### config.mk
export PLATFORM = sky130hd
export DESIGN_NAME = vec3_dot_mac
export DESIGN_NICKNAME = d
export VERILOG_FILES = /design/src/rtl/vec3_dot_mac.sv
export SDC_FILE = /design/constraint.sdc
export NUM_CORES = 1
export LEC_CHECK = 0
export ABC_CLOCK_PERIOD_IN_PS = 15900
export CORE_MARGIN = 10
export CORE_UTILIZATION = 47
export DETAILED_ROUTE_END_ITERATION = 16
export PLACE_DENSITY = 0.68
export SYNTH_ARGS = -nofsm -noshare
export SYNTH_HDL_FRONTEND = slang
export SYNTH_SLANG_ARGS = --single-unit
### constraint.sdc
create_clock -name clk -period 15.9 [get_ports clk]
set_input_delay 3.975 -clock clk [delete_from_list [all_inputs] [get_ports clk]]
set_output_delay 3.975 -clock clk [all_outputs]
set_load 0.01 [all_outputs]
### src/rtl/vec3_dot_mac.sv
// -----------------------------------------------------------------------------
// vec3_dot_mac
//
// Fixed-point dot-product engine for the QR datapath. Requests a vector pair
// from two upstream column buffers, multiplies and accumulates each element pair
// at full precision, then rounds half-up and saturates the sum back to the
// datapath width.
//
// Parameters
//   DATA_WIDTH  signed width of operands and result
//   FRAC_BITS   fractional bits of the Q format (1 <= FRAC_BITS < DATA_WIDTH)
//   VEC_LEN     elements per vector (>= 1)
//
// Ports
//   clk       single clock, rising edge
//   reset     synchronous, active-high reset
//   start     level request, held high for the whole operation
//   a_i, b_i  signed element pair
//   in_valid  a_i/b_i valid this cycle (sampled only in REQ)
//   rd_req    read request to both upstream buffers
//   busy      high in REQ and ROUND
//   done      result valid (DONE state)
//   dot_o     rounded, saturated dot product
//   sat       last result was clipped
// -----------------------------------------------------------------------------
module vec3_dot_mac #(
   parameter int DATA_WIDTH = 16,
   parameter int FRAC_BITS  = 8,
   parameter int VEC_LEN    = 3
) (
   input  logic                         clk,
   input  logic                         reset,
   input  logic                         start,
   input  logic signed [DATA_WIDTH-1:0] a_i,
   input  logic signed [DATA_WIDTH-1:0] b_i,
   input  logic                         in_valid,
   output logic                         rd_req,
   output logic                         busy,
   output logic                         done,
   output logic signed [DATA_WIDTH-1:0] dot_o,
   output logic                         sat
);

   localparam int PROD_W = 2 * DATA_WIDTH;
   // Two guard bits cover up to four products; longer vectors need more.
   localparam int ACC_W  = 2 * DATA_WIDTH + 2 + ((VEC_LEN > 4) ? $clog2(VEC_LEN) : 0);
   localparam int CNT_W  = $clog2(VEC_LEN + 1);

   localparam logic [CNT_W-1:0]        CNT_LAST = CNT_W'(VEC_LEN - 1);
   localparam logic signed [ACC_W-1:0] RND_HALF = ACC_W'(1) << (FRAC_BITS - 1);
   localparam logic signed [ACC_W-1:0] SAT_MAX  = (ACC_W'(1) << (DATA_WIDTH - 1)) - ACC_W'(1);
   localparam logic signed [ACC_W-1:0] SAT_MIN  = -(ACC_W'(1) << (DATA_WIDTH - 1));

   typedef enum logic [1:0] {
      ST_IDLE,
      ST_REQ,
      ST_ROUND,
      ST_DONE
   } state_t;

   state_t                         state_q, state_d;
   logic signed [ACC_W-1:0]        acc_q,   acc_d;
   logic        [CNT_W-1:0]        cnt_q,   cnt_d;
   logic signed [DATA_WIDTH-1:0]   dot_q,   dot_d;
   logic                           sat_q,   sat_d;

   logic signed [PROD_W-1:0]       prod;
   logic signed [ACC_W-1:0]        prod_ext;
   logic signed [ACC_W-1:0]        rnd_sum;
   logic signed [ACC_W-1:0]        rnd;

   // NOTE: every signal written here gets a default first, so no path through
   // the case statement can leave one unassigned and infer a latch.
   always_comb begin
      state_d = state_q;
      acc_d   = acc_q;
      cnt_d   = cnt_q;
      dot_d   = dot_q;
      sat_d   = sat_q;
      rd_req  = 1'b0;
      busy    = 1'b0;
      done    = 1'b0;

      // Full-precision product, sign-extended to the accumulator width.
      prod     = a_i * b_i;
      prod_ext = {{(ACC_W - PROD_W){prod[PROD_W-1]}}, prod};

      // Round half-up: add half an LSB of the output, then arithmetic shift.
      rnd_sum = acc_q + RND_HALF;
      rnd     = rnd_sum >>> FRAC_BITS;

      unique case (state_q)
         ST_IDLE: begin
            acc_d = '0;
            cnt_d = '0;
            if (start) begin
               state_d = ST_REQ;
            end
         end

         ST_REQ: begin
            rd_req = 1'b1;
            busy   = 1'b1;
            // Dropping start aborts the run even on the cycle of the last pair.
            if (!start) begin
               state_d = ST_IDLE;
               acc_d   = '0;
               cnt_d   = '0;
            end else if (in_valid) begin
               acc_d = acc_q + prod_ext;
               cnt_d = cnt_q + 1'b1;
               if (cnt_q == CNT_LAST) begin
                  state_d = ST_ROUND;
               end
            end
         end

         ST_ROUND: begin
            busy    = 1'b1;
            state_d = ST_DONE;
            if (rnd > SAT_MAX) begin
               dot_d = SAT_MAX[DATA_WIDTH-1:0];
               sat_d = 1'b1;
            end else if (rnd < SAT_MIN) begin
               dot_d = SAT_MIN[DATA_WIDTH-1:0];
               sat_d = 1'b1;
            end else begin
               dot_d = rnd[DATA_WIDTH-1:0];
               sat_d = 1'b0;
            end
         end

         ST_DONE: begin
            done = 1'b1;
            if (!start) begin
               state_d = ST_IDLE;
            end
         end

         default: begin
            state_d = ST_IDLE;
         end
      endcase
   end

   // NOTE: state registers use non-blocking assignments so every flop samples
   // the pre-edge values of the others, independent of statement order.
   always_ff @(posedge clk) begin
      if (reset) begin
         state_q <= ST_IDLE;
         acc_q   <= '0;
         cnt_q   <= '0;
         dot_q   <= '0;
         sat_q   <= 1'b0;
      end else begin
         state_q <= state_d;
         acc_q   <= acc_d;
         cnt_q   <= cnt_d;
         dot_q   <= dot_d;
         sat_q   <= sat_d;
      end
   end

   assign dot_o = dot_q;
   assign sat   = sat_q;

endmodule

# Word level (Yosys, flattened, before mapping)
# Index checks and enable logic that the tools add are counted.
# totals
ff_bits	55
input_bits	36
out_inout_bits	20
wordCells	43
# classes
addsub	3
n_mul	1
n_lt_le_gt_ge	2
eq_ne	8
n_mux	19
reduce_logical	5
# ops
op	n
two-way mux 34 bit	2
case mux 34 bit (2 select lines)	1
adder 34 x 32 -> 34 bit	1
adder 34 x 9 -> 34 bit (second input constant)	1
multiplier 16 x 16 -> 32 bit	1
two-way mux 16 bit	2
> comparator 26 x 16 -> 1 bit (second input constant)	1
< comparator 26 x 16 -> 1 bit (second input constant)	1
two-way mux 2 bit	7
case mux 2 bit (4 select lines)	1
equality test 2 bit (second input constant)	3
!= test 3 bit (second input constant)	2
two-way mux 1 bit	5
!= test 2 bit (second input constant)	2
case mux 2 bit (2 select lines)	1
AND reduction 4 bit	1
adder 2 x 1 -> 2 bit (second input constant)	1
equality test 2 x 1 -> 1 bit (second input constant)	1
logical NOT 2 bit	1
AND reduction 2 bit	1
nonzero test 2 bit	1
OR reduction 2 bit	1

# Logic depth before layout (Yosys ltp)
# depth
depth_word	5
ltp_mapped	23
ltp_nobuf	22

# Least setup slack after synthesis
# No wires, ideal clock.
# synth_path
path_type	input -> register
startpoint	in b_i[1]
endpoint	reg acc_q[32]
setup_ns	0.062
t_arrival_ns	9.556
required_ns	15.838
slack_ns	6.281
path_stages	22
path_cell_list	clkbuf_1 > nand2_1 > inv_1 > fa_1 > inv_1 > fa_1 > fa_1 > inv_1 > fa_1 > fa_1 > inv_1 > fa_1 > inv_1 > ha_1 > a21o_1 > nand3_1 > a21oi_1 > a211o_1 > a41o_1 > a41oi_1 > mux2_1 > nand3b_1
# synth_between
elab_chain_len	5
# synth_rtl
element	line_no	text
start: declaration	35	input logic signed [DATA_WIDTH-1:0] b_i,
multiplier 16 x 16 -> 32 bit	85	prod = a_i * b_i;
adder 34 x 32 -> 34 bit	110	acc_d = acc_q + prod_ext;
two-way mux 34 bit	109	end else if (in_valid) begin
two-way mux 34 bit	105	if (!start) begin
case mux 34 bit (2 select lines)	92	unique case (state_q)
end signal: assignment	151	acc_q <= '0;
end signal: assignment	157	acc_q <= acc_d;
end: declaration	62	logic signed [ACC_W-1:0] acc_q, acc_d;
# Every way passes these cells. The select of a mux whose other input is x is not followed.
# A chain may end at the register's enable or synchronous reset.

# Final worst setup path
# layout_path
startpoint	in b_i[1]
endpoint	reg acc_q[27]
# Same word-level chain as after synthesis.

==> flow_metrics.py <==
metrics = {
    "placed_design": {
        "dpl.hpwl_mm": 26.6,
        "pre_cts_slack_ns": 5.20,
        "gp_congestion": 0.924,
        "place_area_um2": 14900,
        "portBuffers": 55,
    },
    "cts": {
        "clock_latency_ns": 0.29,
        "cts_buffer_depth": 2,
        "tritoncts": "done",
        "cts_resized": 0,
        "cts_setup_buffers": 0,
        "hold_buffers": 0,
        "cts-buffers-inserted": 5,
        "cts.sinks": 55,
        "path_clk_slew_ns": 0.07,
        "h-tree-depth": 2,
        "cts-root-buf": "clkbuf_16",
    },
    "setup_path": {
        "critical-path-top-delay-family": "adder cells",
        "crit_slowest_cell": "clkdlybuf4s50_1",
        "startpoint_type": "input pin",
        "path_common_cell": "fa_1",
        "path_buf_inv": 6,
        "cp.required_ns": 16.06,
        "critical_path.max_fanout": 16,
        "cp_slowest_stage_delay_ns": 0.87,
        "crit_arrival_ns": 10.62,
        "worstSetupPathType": "input pin to register",
        "worstPathCellList": "clkdlybuf4s50_1, nand2_1, inv_1, fa_1, fa_1, inv_1, fa_1, inv_1, fa_1, fa_1, inv_1, fa_1, inv_1, ha_1, a211o_1, a21oi_1, nand2_1, o31ai_4, o21ai_2, a221o_1, a211oi_1, o31ai_1",
        "critPathCaptureType": "register",
    },
    "grt": {
        "grt_pass1_wl_mm": 54.8,
        "overflow": 0,
        "grt_max_degree": 31,
        "grt_pass1_vias": 11400,
        "antenna_found_initial": 0,
        "track_usage_pct": 17.9,
    },
    "sta": {
        "hold_viol_final": 0,
        "finalSetupViolCount": 0,
        "relSlewSlack_pct": 34.7,
        "slew_viol_final": 0,
        "setup_ws_ns": 5.44,
        "fin_tns_setup_ns": 0,
        "max_freq_mhz": 95.6,
        "timing.clock.skew_ns": 0.00617,
        "fin_crit_sh_pct": 65.8,
        "min_period_ns": 10.46,
        "rsz0062_at_grt": "no",
        "worst_slew_pin_slew_ns": 0.975,
    },
    "route": {
        "drcViolationCount": 0,
        "drt_first_pass_iters": 5,
        "wl_per_cell_um": 16.0,
        "ant_nets": 0,
        "vias_per_cell": 5.28,
        "vias": 10200,
        "wl_mm": 31.0,
        "drt_iter0_drc": 427,
    },
    "cells_and_area": {
        "drive_gt1_share_pct": 2.58,
        "fillers": 2793,
        "final_util_pct": 50.9,
        "multi_input_area_um2": 11400,
        "final_area_um2": 15100,
        "syn_to_final_growth_pct": 6.95,
        "fin_nets": 1998,
        "antenna_cells": 0,
        "seq_area_um2": 1100,
    },
    "die": {
        "fp-row-count": 63,
        "die_area_um2": 37300,
        "io_pins": 56,
        "die-width_um": 193,
        "initial_core_util_pct": 47.6,
        "fp.dieH_um": 193,
        "fp.coreArea_um2": 29600,
    },
    "synth": {
        "synth-main-ff-cell": "dfxtp_1",
        "synth-async-reset-ratio_pct": 0,
        "syn_avg_cell_area_um2": 9.15,
        "synth.area.top_cells": "fa_1 (43%), inv_1 (9.7%), ha_1 (9.6%)",
        "ys_warn_count": 0,
        "synth-edff-count": 0,
        "yosysSeqAreaShare_pct": 7.82,
        "synth_top_area_share_pct": 43.4,
        "synth_nets": 1988,
        "ys_ff_latch": 55,
        "yosysMostFrequentCell": "inv_1",
        "synthDistinctLibCells": 71,
        "netlist_instances": 1539,
        "synth_area_um2": 14100,
        "synth_top_area_cell": "fa_1",
        "synthTopCellsByCount": "inv_1 (365), fa_1 (305), nand2_1 (161)",
    },
    "outcome": {
        "status": "complete, no violations",
    },
    "worst_hold_path": {
        "hold_class": "register to register",
    },
    "job": {
        "max-cap-violations": 0,
    },
}
-- cell usage in the layout, fill, tap and decap left out, types with 7 or more instances in the layout --
cell	count
a21o_1	9
dfxtp_1	55
o211a_1	10
o21bai_1	7
nand2b_1	9
nand4_1	8
a31oi_1	7
xor2_1	19
o211ai_1	8
inv_1	365
nor2_1	52
clkdlybuf4s50_1	55
ha_1	108
xnor2_1	30
a22oi_1	16
a21oi_1	34
and3_1	12
a211oi_1	15
o21ai_0	24
fa_1	305
nand2_1	161
nand3_1	23
and2_1	121
o211ai_2	11
-- worst paths after layout --
kind,start,endpoint,slack [ns],cells after the start
hold reg to reg,dot_o[14]$_SDFFE_PP0P_,dot_o[14]$_SDFFE_PP0P_,0.48,1
setup reg to reg,acc_q[8]$_SDFFE_PP0P_,acc_q[27]$_SDFFE_PP0P_,10.52,16
setup / recovery,b_i[1],acc_q[27]$_SDFFE_PP0P_,5.44,22
hold / removal,dot_o[14]$_SDFFE_PP0P_,dot_o[14]$_SDFFE_PP0P_,0.48,1
-- worst reg2reg max path, stage by stage (launching register included) --
cell and delay (ns):
dfxtp_1 0.47, ha_1 0.30, fa_1 0.49, fa_1 0.52
inv_1 0.05, fa_1 0.48, fa_1 0.55, inv_1 0.05
ha_1 0.36, and3_1 0.20, a221oi_2 0.42, a211oi_2 0.19
o31ai_4 0.35, o21ai_2 0.15, a221o_1 0.32, a211oi_1 0.25
o31ai_1 0.08
-- layer usage --
layer / routed length [µm] / GRT usage, %
met2: 17200 / 35.1
met1: 12200 / 20.6
met4: 713 / 3.99
met5: 0 / 0
met3: 832 / 1.46
-- sequential cells by signal, indices dropped and copies added (netlist names), named ones only --
signal	flops
acc_q	34
cnt_q	2
state_q	1
sat	1
dot_o	16
-- cell families (layout without fill, tap and decap cells) --
| kind of cell | after synthesis | in the layout | synth area share, % |
|---|---|---|---|
| buffers and inverters | 421 | 432 | 11.4 |
| and+or+nand+nor | 420 | 420 | 15.0 |
| adders and majority gates | 413 | 413 | 53.0 |
| AOI/OAI and AO/OA | 176 | 176 | 9.39 |
| DFF | 55 | 55 | 7.82 |
| xor gates and xnor gates | 49 | 49 | 3.05 |
| muxes | 5 | 5 | 0.373 |
-- cell type report --
type,instances,share of cell area (%)
multi-input combinational,1063,75.5
inverter,365,9.10
sequential,55,7.31
timing repair buffer,59,3.86
tap,390,3.24
clock buffer,5,0.831
clock inverter,3,0.125
-- per-stage QoR --
step	hold WS, ns	cells
after detailed placement	0.468	1932
final	0.481	1940
after global routing	0.503	1940
after global placement	0.463	1932
after CTS	0.485	1940
after floorplan	0.436	1539
Power is left out: the tool's default activity adds up to more than one toggle a clock period on the data nets, which glitch-free logic cannot reach.
